## config.mk

```make
export PLATFORM = sky130hd
export DESIGN_NAME = imm_gen_pipe
export DESIGN_NICKNAME = d
export VERILOG_FILES = /design/src/rtl/imm_pkg.sv /design/src/rtl/imm_extract.sv /design/src/rtl/imm_gen_pipe.sv
export SDC_FILE = /design/constraint.sdc
export NUM_CORES = 1
export LEC_CHECK = 0
export BUFFER_PORTS_ARGS = -buffer_cell sky130_fd_sc_hd__buf_2
export CAP_MARGIN = 20
export CELL_PAD_IN_SITES_DETAIL_PLACEMENT = 1
export CELL_PAD_IN_SITES_GLOBAL_PLACEMENT = 1
export CORE_ASPECT_RATIO = 1.5
export CORE_MARGIN = 2
export CORE_UTILIZATION = 35
export DETAILED_ROUTE_END_ITERATION = 12
export PLACE_DENSITY = 0.73
export SLEW_MARGIN = 20
export SYNTH_ARGS = -nofsm -noshare
export SYNTH_HDL_FRONTEND = slang
export SYNTH_SLANG_ARGS = --single-unit
```

## constraint.sdc

```tcl
create_clock -name clk -period 5.3 [get_ports clk]
set_clock_uncertainty 0.05 [all_clocks]
set_input_delay 0.795 -clock clk [delete_from_list [all_inputs] [get_ports clk]]
set_output_delay 0.795 -clock clk [all_outputs]
set_load 0.01 [all_outputs]
```

## src/rtl/imm_pkg.sv

```systemverilog
// Shared format codes and RV64I opcode constants for the immediate generator.
package imm_pkg;

  typedef enum logic [2:0] {
    FMT_I    = 3'd0,
    FMT_S    = 3'd1,
    FMT_B    = 3'd2,
    FMT_U    = 3'd3,
    FMT_J    = 3'd4,
    FMT_NONE = 3'd7
  } fmt_e;

  localparam logic [6:0] OP_LOAD   = 7'b0000011;
  localparam logic [6:0] OP_IMM    = 7'b0010011;
  localparam logic [6:0] OP_IMM32  = 7'b0011011;
  localparam logic [6:0] OP_JALR   = 7'b1100111;
  localparam logic [6:0] OP_STORE  = 7'b0100011;
  localparam logic [6:0] OP_BRANCH = 7'b1100011;
  localparam logic [6:0] OP_LUI    = 7'b0110111;
  localparam logic [6:0] OP_AUIPC  = 7'b0010111;
  localparam logic [6:0] OP_JAL    = 7'b1101111;

endpackage

```

## src/rtl/imm_extract.sv

```systemverilog
// Combinational immediate decode: format code, sign-extended immediate and
// the byte offset used for PC-relative targets.
module imm_extract
  import imm_pkg::*;
#(
  parameter int XLEN        = 64,
  parameter int BRANCH_HALF = 0
) (
  input  logic [31:0]     instr,
  output logic [2:0]      fmt,
  output logic [XLEN-1:0] imm,
  output logic [XLEN-1:0] off,
  output logic            pc_rel
);

  logic [11:0] i_imm;
  logic [11:0] s_imm;
  logic [12:0] b_off;
  logic [31:0] u_imm;
  logic [20:0] j_off;

  assign i_imm = instr[31:20];
  assign s_imm = {instr[31:25], instr[11:7]};
  assign b_off = {instr[31], instr[7], instr[30:25], instr[11:8], 1'b0};
  assign u_imm = {instr[31:12], 12'b0};
  assign j_off = {instr[31], instr[19:12], instr[20], instr[30:21], 1'b0};

  always_comb begin
    fmt    = FMT_NONE;
    imm    = '0;
    off    = '0;
    pc_rel = 1'b0;
    case (instr[6:0])
      OP_LOAD, OP_IMM, OP_IMM32, OP_JALR: begin
        fmt = FMT_I;
        imm = XLEN'($signed(i_imm));
      end
      OP_STORE: begin
        fmt = FMT_S;
        imm = XLEN'($signed(s_imm));
      end
      OP_BRANCH: begin
        fmt    = FMT_B;
        off    = XLEN'($signed(b_off));
        pc_rel = 1'b1;
        // The target always uses the byte offset; only the reported immediate changes.
        if (BRANCH_HALF != 0) imm = XLEN'($signed(b_off[12:1]));
        else                  imm = XLEN'($signed(b_off));
      end
      OP_LUI: begin
        fmt = FMT_U;
        imm = XLEN'($signed(u_imm));
      end
      OP_AUIPC: begin
        fmt    = FMT_U;
        imm    = XLEN'($signed(u_imm));
        off    = XLEN'($signed(u_imm));
        pc_rel = 1'b1;
      end
      OP_JAL: begin
        fmt    = FMT_J;
        imm    = XLEN'($signed(j_off));
        off    = XLEN'($signed(j_off));
        pc_rel = 1'b1;
      end
      default: ;
    endcase
  end

endmodule

```

## src/rtl/imm_gen_pipe.sv

```systemverilog
// Two-stage immediate generator: S1 decodes and captures the PC, S2 adds the
// PC-relative target and holds the result under valid/ready flow control.
module imm_gen_pipe
  import imm_pkg::*;
#(
  parameter int XLEN        = 64,
  parameter int BRANCH_HALF = 0,
  parameter int CNT_W       = 16
) (
  input  logic             clk,
  input  logic             reset,
  input  logic             in_valid,
  output logic             in_ready,
  input  logic [31:0]      in_instr,
  input  logic [XLEN-1:0]  in_pc,
  output logic             out_valid,
  input  logic             out_ready,
  output logic [XLEN-1:0]  out_imm,
  output logic [2:0]       out_fmt,
  output logic [XLEN-1:0]  out_target,
  output logic [CNT_W-1:0] err_cnt
);

  logic [2:0]      ex_fmt;
  logic [XLEN-1:0] ex_imm;
  logic [XLEN-1:0] ex_off;
  logic            ex_pc_rel;

  logic            s1_valid;
  logic [2:0]      s1_fmt;
  logic [XLEN-1:0] s1_imm;
  logic [XLEN-1:0] s1_off;
  logic [XLEN-1:0] s1_pc;
  logic            s1_pc_rel;
  logic            s2_loads;

  imm_extract #(
    .XLEN        (XLEN),
    .BRANCH_HALF (BRANCH_HALF)
  ) u_extract (
    .instr  (in_instr),
    .fmt    (ex_fmt),
    .imm    (ex_imm),
    .off    (ex_off),
    .pc_rel (ex_pc_rel)
  );

  assign s2_loads = !out_valid || out_ready;
  assign in_ready = !s1_valid || s2_loads;

  // When in_ready is high S1 is either empty or moving into S2 this cycle.
  always_ff @(posedge clk or negedge reset) begin
    if (!reset) begin
      s1_valid  <= 1'b0;
      s1_fmt    <= '0;
      s1_imm    <= '0;
      s1_off    <= '0;
      s1_pc     <= '0;
      s1_pc_rel <= 1'b0;
    end else if (in_ready) begin
      s1_valid <= in_valid;
      if (in_valid) begin
        s1_fmt    <= ex_fmt;
        s1_imm    <= ex_imm;
        s1_off    <= ex_off;
        s1_pc     <= in_pc;
        s1_pc_rel <= ex_pc_rel;
      end
    end
  end

  always_ff @(posedge clk or negedge reset) begin
    if (!reset) begin
      out_valid  <= 1'b0;
      out_fmt    <= '0;
      out_imm    <= '0;
      out_target <= '0;
    end else if (s2_loads) begin
      out_valid <= s1_valid;
      if (s1_valid) begin
        out_fmt    <= s1_fmt;
        out_imm    <= s1_imm;
        out_target <= s1_pc_rel ? s1_pc + s1_off : '0;
      end
    end
  end

  always_ff @(posedge clk or negedge reset) begin
    if (!reset) begin
      err_cnt <= '0;
    end else if (out_valid && out_ready && out_fmt == FMT_NONE && err_cnt != '1) begin
      err_cnt <= err_cnt + 1'b1;
    end
  end

endmodule

```

Yosys cells after proc, flatten, opt, wreduce, memory -nomap -nowiden

Cells that the tools add are included.

Flip-flop bits (word level): 345
Input bits: 100
Word-level logic and storage cells: 41

Add/sub/neg operators: 2
Equal/unequal tests: 11
Multiplexer cells: 5
Reductions and logical operators: 12

Operators by type and width:

| cell                  | number |
|---|---|
| $pmux 64 s5           | 1 |
| $pmux 64 s3           | 1 |
| $add 64x64->64        | 1 |
| $mux 64               | 1 |
| $eq 7x5->1 const B    | 3 |
| $eq 7x7->1 const B    | 3 |
| $add 16x1->16 const B | 1 |
| $ne 16x16->1 const B  | 1 |
| $pmux 3 s5            | 1 |
| $eq 7x6->1 const B    | 2 |
| $eq 7x2->1 const B    | 1 |
| $reduce_and 2->1      | 2 |
| $reduce_or 4->1       | 1 |
| $eq 3x3->1 const B    | 1 |
| $logic_and 1x1->1     | 3 |
| $reduce_or 3->1       | 1 |
| $logic_not 1->1       | 2 |
| $logic_or 1x1->1      | 2 |
| $reduce_or 2->1       | 1 |
| $mux 1                | 1 |

Depth between registers and ports, before layout

Gate-level depths: netlist of run 1.

Depth in word-level cells: 4
Mapped depth: 11
Depth with buffers taken out: 11

Cells and area by module

Synthesis of run 1 repeated with hierarchy kept, for this count alone.

Cell total of the unflattened synthesis: 1747
Area total of the unflattened synthesis: 17954.7 µm²

Modules (own cells, without submodules):

| module       | instances | cells an instance | area each (µm²) | seq. area each (µm²) |
|---|---|---|---|---|
| imm_gen_pipe | 1         | 1552              | 16542.1         | 8633.3 |
| imm_extract  | 1         | 195               | 1412.6          | 0.0 |

Least setup slack after synthesis of run 1

No wires, ideal clock.

Path kind: reg2reg
Start: register, netlist name s1_off[62]
End: register out_target[59]
Data arrival time: 3.105 ns
Data required time: 5.124 ns
Slack: 2.018 ns
Stages on the path, launching flop included: 12
Path buffers: 1
Clock period less this slack: 3.282 ns
Cell sequence: dfrtp_1 > ha_1 > buf_2 > nand4_1 > nor2_1 > and4_1 > and2_1 > nand4_1 > a2111o_1 > and2_4 > o2111a_1 > a221o_1

RTL lines:

| what                   | RTL line           | source |
|---|---|---|
| end signal: assignment | imm_gen_pipe.sv:83 | `out_target <= s1_pc_rel ? s1_pc + s1_off : '0;` |
| end: declaration       | imm_gen_pipe.sv:20 | `output logic [XLEN-1:0] out_target,` |

==> results of run 1 <==
-- cell usage in the layout (no fill, tap or decap), drive strengths merged, types with 5 or more instances in the layout --
cell / count
o21ai: 153
clkinv: 9
xor2: 31
buf: 262
and4: 7
dfrtp: 248
nand2: 485
a211oi: 8
a21oi: 116
and2: 10
inv: 26
nor2b: 7
nand2b: 8
a221oi: 13
clkbuf: 30
and3: 15
nor2: 66
a21boi: 5
o21a: 6
o31ai: 12
a21o: 31
xnor2: 32
ha: 63
o21bai: 9
nand4: 29
nand3: 20
a31oi: 9
or3: 5
nor3: 13
-- per-layer routing --
metal / up-vias / global-route usage
met5: - / 0
met2: 279 / 0.397
met3: 96 / 0.0288
met1: 5936 / 0.263
met4: 2 / 0.104
li1: 5804 / -
-- through the flow --
| stage | total power, mW | instance area [µm²] | instances |
|---|---|---|---|
| after floorplan | 2.57 | 13600 | 1592 |
| after global placement | 2.87 | 15100 | 2237 |
| after detailed placement | 2.89 | 15100 | 2237 |
| after CTS | 4.86 | 16000 | 2287 |
| after global routing | 5.02 | 16000 | 2291 |
| final | 4.80 | 16000 | 2291 |
-- report_power, final --
| group | switching (mW) | internal, mW | leakage (nW) |
|---|---|---|---|
| sequential | 0.0978 | 2.01 | 3.29 |
| clock | 0.829 | 1.12 | 0.445 |
| combinational | 0.494 | 0.249 | 4.38 |
-- layout make-up --
class | instances | area [µm²] | area share
Clock inverter | 20 | 204 | 0.0128
Tap cell | 495 | 619 | 0.0388
Multi-Input combinational cell | 1210 | 6780 | 0.424
Clock buffer | 30 | 707 | 0.0443
Sequential cell | 248 | 6210 | 0.389
Inverter | 22 | 82.6 | 0.00517
Antenna cell | 4 | 10.0 | 0.000627
Timing Repair Buffer | 262 | 1370 | 0.0857
-- cells by family after synthesis --
| group | synth area share |
|---|---|
| buf+inv | 0.0466 |
| fa+ha+maj | 0.0595 |
| compound gates | 0.184 |
| flops | 0.457 |
| simple gates | 0.212 |
| mux | 0.000829 |
| xor+xnor | 0.0406 |
-- flip-flops by register name (all words and copies together), names as in the netlist --
register and count:
err_cnt 16, out_fmt 3, out_imm 32, out_target 64
out_valid 1, s1_fmt 3, s1_imm 32, s1_off 31
s1_pc 64, s1_pc_rel 1, s1_valid 1
-- worst max path at each step --
stage / from / endpoint / slack (ns) / cells past startpoint
after floorplan: s1_off[62] / out_target[59] / 2.02 / 11
after global placement: s1_off[62] / out_target[58] / 1.45 / 10
after detailed placement: s1_off[62] / out_target[58] / 1.43 / 10
after CTS: s1_off[62] / out_target[58] / 1.40 / 10
after global routing: s1_off[62] / out_target[58] / 1.22 / 10
final: s1_off[62] / out_target[58] / 1.49 / 10
-- worst reg2reg max path, stage by stage (launching register included) --
cell                       delay (ns)
sky130_fd_sc_hd__dfrtp_1         0.87
sky130_fd_sc_hd__ha_1            0.42
sky130_fd_sc_hd__a21o_1          0.20
sky130_fd_sc_hd__a21oi_1         0.23
sky130_fd_sc_hd__o211ai_1        0.19
sky130_fd_sc_hd__a221oi_1        0.42
sky130_fd_sc_hd__o21ai_0         0.21
sky130_fd_sc_hd__or2_1           0.35
sky130_fd_sc_hd__a21oi_1         0.28
sky130_fd_sc_hd__o21ai_0         0.14
sky130_fd_sc_hd__a221o_1         0.32
==> flow_results.org, run 1 <==
** Run status
- Outcome :: complete, no violations

** Route
- Wire segments on met2 add up to between 20 and 25 mm in the final route.
- Number of violations reported at the end of detailed-routing iteration 0 :: between 500 and 600
- The detail route stage leaves a number of antenna-violating nets equal to 0.
- Total routed wire length on the met1 layer :: 18.0 mm
- For this block, the routed nets add up to about 45 mm of wire.
- Total vias in the final route :: approximately 12,000
- Met3 Routed Length :: ~1.9 mm
- In the routed layout, each cell is associated on average with a via count of 5.29.
- For this run, design rule violations remaining after detail routing come to 0.
- The highest metal layer carrying signal wires in the routed design is met5.
- Detailed-router iteration count before antenna repair :: 4
- Mean routed wirelength per cell :: 19.6 µm

** Yosys
- Summing every instance area after synthesis gives between 10,000 and 15,000 µm².
- Yosys printed 0 warnings.
- The synthesized design contains 0 enable-type register cells.
- Total nets after synthesis :: roughly 1,800
- After synthesis, the share of flip-flops with an asynchronous set or reset is 1.00.
- Cells after Synth :: 1,592
- Summed over all instances, the cell type with the most area after synthesis is sky130_fd_sc_hd__dfrtp_1.
- After synthesis, the mean cell area works out to between 8 and 9 µm².
- Commonest register cell after synthesis :: sky130_fd_sc_hd__dfrtp_1
- The synthesized design contains ~250 register bits.
- Counting distinct cell types in the post-synthesis netlist gives 73.
- Register area share after synthesis :: 0.457
- Synth top cells by count :: sky130_fd_sc_hd__nand2_1 (485), sky130_fd_sc_hd__dfrtp_1 (248), sky130_fd_sc_hd__o21ai_0 (146)
- Largest cells by area after synthesis :: sky130_fd_sc_hd__dfrtp_1 (46%), sky130_fd_sc_hd__nand2_1 (13%), sky130_fd_sc_hd__ha_1 (5.8%), sky130_fd_sc_hd__o21ai_0 (5.4%), sky130_fd_sc_hd__a21oi_1 (4.2%)
- Cell with the most instances after synthesis :: sky130_fd_sc_hd__nand2_1
- Yosys top cell area share :: 0.457

** Global route
- The number of antenna violations at the first check in global routing was 5.
- For this run, the total global-route usage over all layers was measured as 0.223.
- Wire length of the first global-routing pass :: 71.1 mm
- Residual overflow from global routing :: 0
- Maximum number of pins on one net before global-route repair :: approximately 110
- The via count of the first global-routing pass is between 10,000 and 15,000.

** Critical path
- In this run the critical register-to-register path is launched from s1_off[62].
- Largest stage delay, worst path :: around 0.87 ns
- Minimum setup slack among reg-to-reg paths :: 1.49 ns
- Cell with the largest stage delay on the worst path :: sky130_fd_sc_hd__dfrtp_1
- Cell class contributing the biggest share of worst-path delay :: compound AO/OA/AOI/OAI gates
- The endpoint identified for the worst register-to-register timing path is out_target[58].
- For the worst flop-to-flop path, the logic depth is 10.
- Traced cell by cell, the critical path runs through ha_1 > a21o_1 > a21oi_1 > o211ai_1 > a221oi_1 > o21ai_0 > or2_1 > a21oi_1 > o21ai_0 > a221o_1.
- Worst Path Class, Setup :: flip-flop to flip-flop
- Worst EP arrival :: roughly 4.2 ns
- Crit path max fanout :: 17
- Critical path launch point type :: flip-flop
- STA classifies the critical path endpoint as a flip-flop.
- The critical path contains buffers and inverters numbering 0 combined.
- CP Data Required Time :: approximately 5.7 ns

** Floorplanning
- I/O Pins :: roughly 250
- Num rows :: 88
- The initial utilization of the core area, before any placement, comes to 0.354.
- Floorplan die area :: 40,400 µm²
- Core area :: roughly 38,000 µm²
- The floorplan step set the die height to about 250 µm.
- Horizontal extent of the die :: between 150 and 200 µm

** Timing
- The final-report max-slew violation count was 0.
- Summed over all failing endpoints, the final setup total negative slack is 0 ns.
- Final critical-path required period :: around 3.8 ns
- Hold timing on the final database bottoms out at a slack of between 0.15 and 0.2 ns.
- Max Fclk :: 263 MHz
- Setup repair after global routing left no endpoint under its margin.
- Setup violations remaining at the end of the flow were counted as 0.
- Portion of the clock cycle consumed by the worst path in the final layout :: 0.718
- The final count of hold timing violations is 0.
- For the pin with the worst max-slew slack, the measured transition is 1.10 ns.
- Measured against its own limit, the worst slew margin works out to 0.266.
- Worst Slack Setup Final :: about 1.5 ns

** Clocking
- For the worst-skew pair, the clock arrives at the later sink with an insertion delay of ~0.56 ns.
- # H-tree levels :: 1
- Clock-pin slew on the worst setup and hold paths :: 0.06 ns
- Number of clock sinks seen by CTS :: between 200 and 250
- In this run, CTS created clock tree buffers numbering 27.
- After clock tree synthesis, the flow added hold-fix buffers numbering 0.
- Number of buffers between clock root and the deepest sink :: 3
- TritonCTS built the clock tree.
- Once the clock tree was built, the setup fixing pass inserted 0 buffers.
- Clock root buffer master :: sky130_fd_sc_hd__clkbuf_16
- Number of gates given a new drive strength after cts :: 0

** Placement
- Total half-perimeter wirelength after legalization and detailed placement :: around 34 mm
- Worst slack at placement :: 1.43 ns
- Gp weighted congestion :: 0.877
- Count of input and output buffers :: 248

** Finish
- Layout-stage area growth over the synthesis result :: 17.6%
- Layout cell share with drive strength beyond 1 :: 0.187
- Measured on the finished design, the core utilization comes to 0.416.
- Final nets :: slightly below 2,000
- Fillcell total :: about 4,600

** Flow run
- Across the run, the number of max-cap violations was 0.

** Power and ir drop
- Areal power density over the cells :: 300 nW/µm²
- In this run the static leakage power is slightly above 8 nW.
- VDD sags by at most a little over 0.2 mV.

** Min path
- Kind of path behind the tightest hold check :: primary input to asynchronous set/reset pin
Note: power is estimated with default switching activity, not from simulation.
==> run 2: changes to the inputs <==
- PLACE_DENSITY: 0.73 -> 0.76
- clock period: 5.3 -> 3.3 ns (I/O delays scaled with it)
==> run 2 against run 1 <==
  * Sequential share of layout area down 1.1 points
  * Clock-buffer cell count up 6
  * Routed wire length up 0.32%
  * Final area grew 3.0%
  * Total power up 61%
  * Die area stayed put
  * Hold slack worse by 0.11 ns
  * Register-to-register slack worse by 1.4 ns
  * Critical path type unchanged
  * Maximum frequency is 18% higher
==> flow_results.org, run 2 (synthesis results as in run 1) <==
** Route
- Wires add up to 45.1 mm.
- Count of antenna-violating nets left after detailed routing :: 0
- Detailed-router iteration count before antenna repair :: 5
- Number of violations reported at the end of detailed-routing iteration 0 :: between 400 and 500
- Summing over every cut layer, the via total after detailed routing is 12,269.
- Final routed DRC violation total :: 0
- In the final routed layout, each cell accounts on average for between 15 and 20 µm.
- Using the TritonRoute via totals, the vias-per-cell ratio works out to roughly 5.3.

** Critical path
- Together, buffers and inverters on the worst path number 1.
- Largest stage delay, worst path :: between 0.3 and 0.4 ns
- The worst register-to-register path begins at s1_off[3].
- The kind of cell with the highest combined delay along the critical path is compound AO/OA/AOI/OAI gates.
- Most used cell along the critical path :: sky130_fd_sc_hd__o2111ai_1
- Worst Setup SP :: s1_off[3]
- CP Data Required Time :: ~3.7 ns
- Minimum setup slack among reg-to-reg paths :: roughly 0.084 ns
- The worst setup path is of the flip-flop to flip-flop kind.
- The worst setup path is captured at a flip-flop.
- In this run the critical register-to-register path is captured at out_target[60].
- Of all nets on the critical path, the largest fanout is 4.
- Following the worst setup path forward leads to its endpoint at out_target[60].
- Critical path launch point type :: flip-flop
- Counting buffers and inverters, the worst setup path is 11 cells deep.
- Cell-by-cell trace of the critical path :: ha_1 > buf_4 > a21oi_1 > a31oi_2 > o2111ai_1 > nand3_1 > a21oi_2 > o2111ai_1 > a311oi_2 > xor2_1 > o21ai_1
- Worst EP arrival :: ~3.6 ns
- Cell with the largest stage delay on the worst path :: sky130_fd_sc_hd__dfrtp_1
- R2r worst-path depth :: 11

** Clocking
- Latest clock arrival within the worst-skew pair :: about 0.56 ns
- Clock-pin slew was measured on the worst setup and hold paths at 0.07 ns.
- The tree is rooted in a sky130_fd_sc_hd__clkbuf_16.
- The number of setup buffers added after CTS is 0.
- The number of clock buffers added by TritonCTS is 26.
- # H-tree levels :: 1
- Number of clock sinks seen by CTS :: approximately 250
- The clock passes through at most 3 buffers.
- TritonCTS clock tree :: built

** Finish
- Summing all multi-input logic gate instances after layout gives about 6900 µm².
- Fillcell total :: about 4,700
- Of the cells placed in the final design, the portion with a size suffix greater than 1 is 0.214.
- Leaving out fill and tap cells, the most frequent cell in the layout is sky130_fd_sc_hd__nand2_1.
- In the final layout, the registers with the most flip-flops are out_target x64, s1_pc x64.
- Layout-stage area growth over the synthesis result :: 21.1%
- FF+latch area :: 6210 µm²
- Final nets :: roughly 2,000
- In the layout the commonest cells are sky130_fd_sc_hd__nand2_1 (483), sky130_fd_sc_hd__dfrtp_1 (248), sky130_fd_sc_hd__buf_2 (247).

** Floorplanning
- Horizontal extent of the die :: between 150 and 200 µm
- Measured along the y axis, the die boundary spans between 200 and 250 µm.
- Floorplan die area :: about 40,000 µm²
- For this configuration, the core starts out at a cell density of 0.354.
- I/O Pins :: between 200 and 250
- After floorplanning, the core was divided into between 80 and 90 placement rows.
- Core area :: roughly 38,000 µm²

** Global route
- Global routing finished with a remaining overflow of 0.
- Maximum number of pins on one net before global-route repair :: a little under 90
- Wire length of the first global-routing pass :: 70.7 mm
- Vias in the first global route :: 13,076
- The number of antenna violations at the first check in global routing came to 7.
- Across every metal layer, demand over resource in global routing totals 0.221.

** Timing
- Headroom to the max-slew limit came out at 0.482.
- Final Setup Violations :: 0
- Worst Slack Setup Final :: between 0.08 and 0.09 ns
- Final critical-path required period :: about 3.2 ns
- In the finished design, the share of the clock period the worst path needs comes to 0.974.
- Number of hold violations in the final report :: 0
- Max Fclk :: 311 MHz
- The final-report max-slew violation count was 0.
- Slew @ Worst Pin :: approximately 0.8 ns
- Setup TNS Final :: 0 ns

** Placement
- Worst slack at placement :: between 0.04 and 0.05 ns
- The congestion estimate from routability-driven global placement came to about 0.88.
- Detailed placement ended at an HPWL of around 35 mm.
- Count of input and output buffers :: ~250

** Power and ir drop
- Power spread over the standard cell area amounts to approximately 470 nW/µm².
- Pleak :: about 8.3 nW
- Worst voltage drop across the vdd grid :: about 0.33 mV

** Flow run
- The tool flagged a number of max-cap violations equal to 0.

** Min path
- Kind of path behind the tightest hold check :: primary input to flip-flop

** Run status
- Outcome :: complete, no violations
[run 2: cell count changes in the layout (fill, tap and decap cells not counted), moves of 4 or more]
cell	previous run	this run
sky130_fd_sc_hd__buf_12	1	6
sky130_fd_sc_hd__clkbuf_8	2	6
sky130_fd_sc_hd__buf_4	13	52
sky130_fd_sc_hd__a21oi_1	113	109
sky130_fd_sc_hd__clkinv_2	8	4
[run 2: layout make-up]
type / count / area share
Tap cell: 495 / 0.0376
Clock buffer: 36 / 0.0455
Timing Repair Buffer: 307 / 0.108
Sequential cell: 248 / 0.377
Clock inverter: 12 / 0.00829
Antenna cell: 4 / 0.000608
Inverter: 22 / 0.00502
Multi-Input combinational cell: 1210 / 0.418
[run 2: how the worst min path moves through the flow]
stage,start,to,slack (ns),cells past startpoint
global placement,out_target[1],out_target[1],0.40,2
floorplan,reset,err_cnt[0],0.15,0
global route,in_pc[8],s1_pc[8],0.07,3
detailed placement,s1_imm[17],out_imm[17],0.41,2
finish,in_pc[60],s1_pc[60],0.08,3
CTS,in_pc[4],s1_pc[4],0.05,3
[run 2: power by group]
part / leakage, nW / total, mW / internal (mW) / switching, mW
clock network: 0.428 / 3.04 / 1.75 / 1.28
registers: 3.29 / 3.38 / 3.23 / 0.157
logic: 4.62 / 1.29 / 0.469 / 0.821
[run 2: per-layer routing]
metal	track usage	up-vias	share of wire
li1	-	5885	-
met5	0	-	0.00084
met4	0.0872	6	0.038
met2	0.404	250	0.52
met3	0.0255	98	0.036
met1	0.260	6030	0.40
[run 2: what timing repair did]
item | CTS | global route
hold buffers | 1 | 0
gates resized for setup | 0 | 20
setup endpoints to repair | 0 | 17
hold endpoints to repair | 82 | 0
[run 2: worst min-delay path, stage by stage]
cell and delay [ns]:
sky130_fd_sc_hd__buf_2 0.08, sky130_fd_sc_hd__nand2_1 0.04, sky130_fd_sc_hd__nand2_1 0.05
[run 2: metrics by stage]
step	hold WS (ns)	instance area, µm²	instances	utilization	power [mW]
2_1_floorplan	0.149	13600	1592	-	4.12
3_3_place_gp	0.400	15400	2281	0.402	4.67
3_5_place_dp	0.407	15400	2281	0.402	4.71
4_1_cts	0.0515	16300	2330	0.425	7.80
5_1_grt	0.0700	16500	2333	0.428	8.07
6_report	0.0772	16500	2334	0.428	7.71
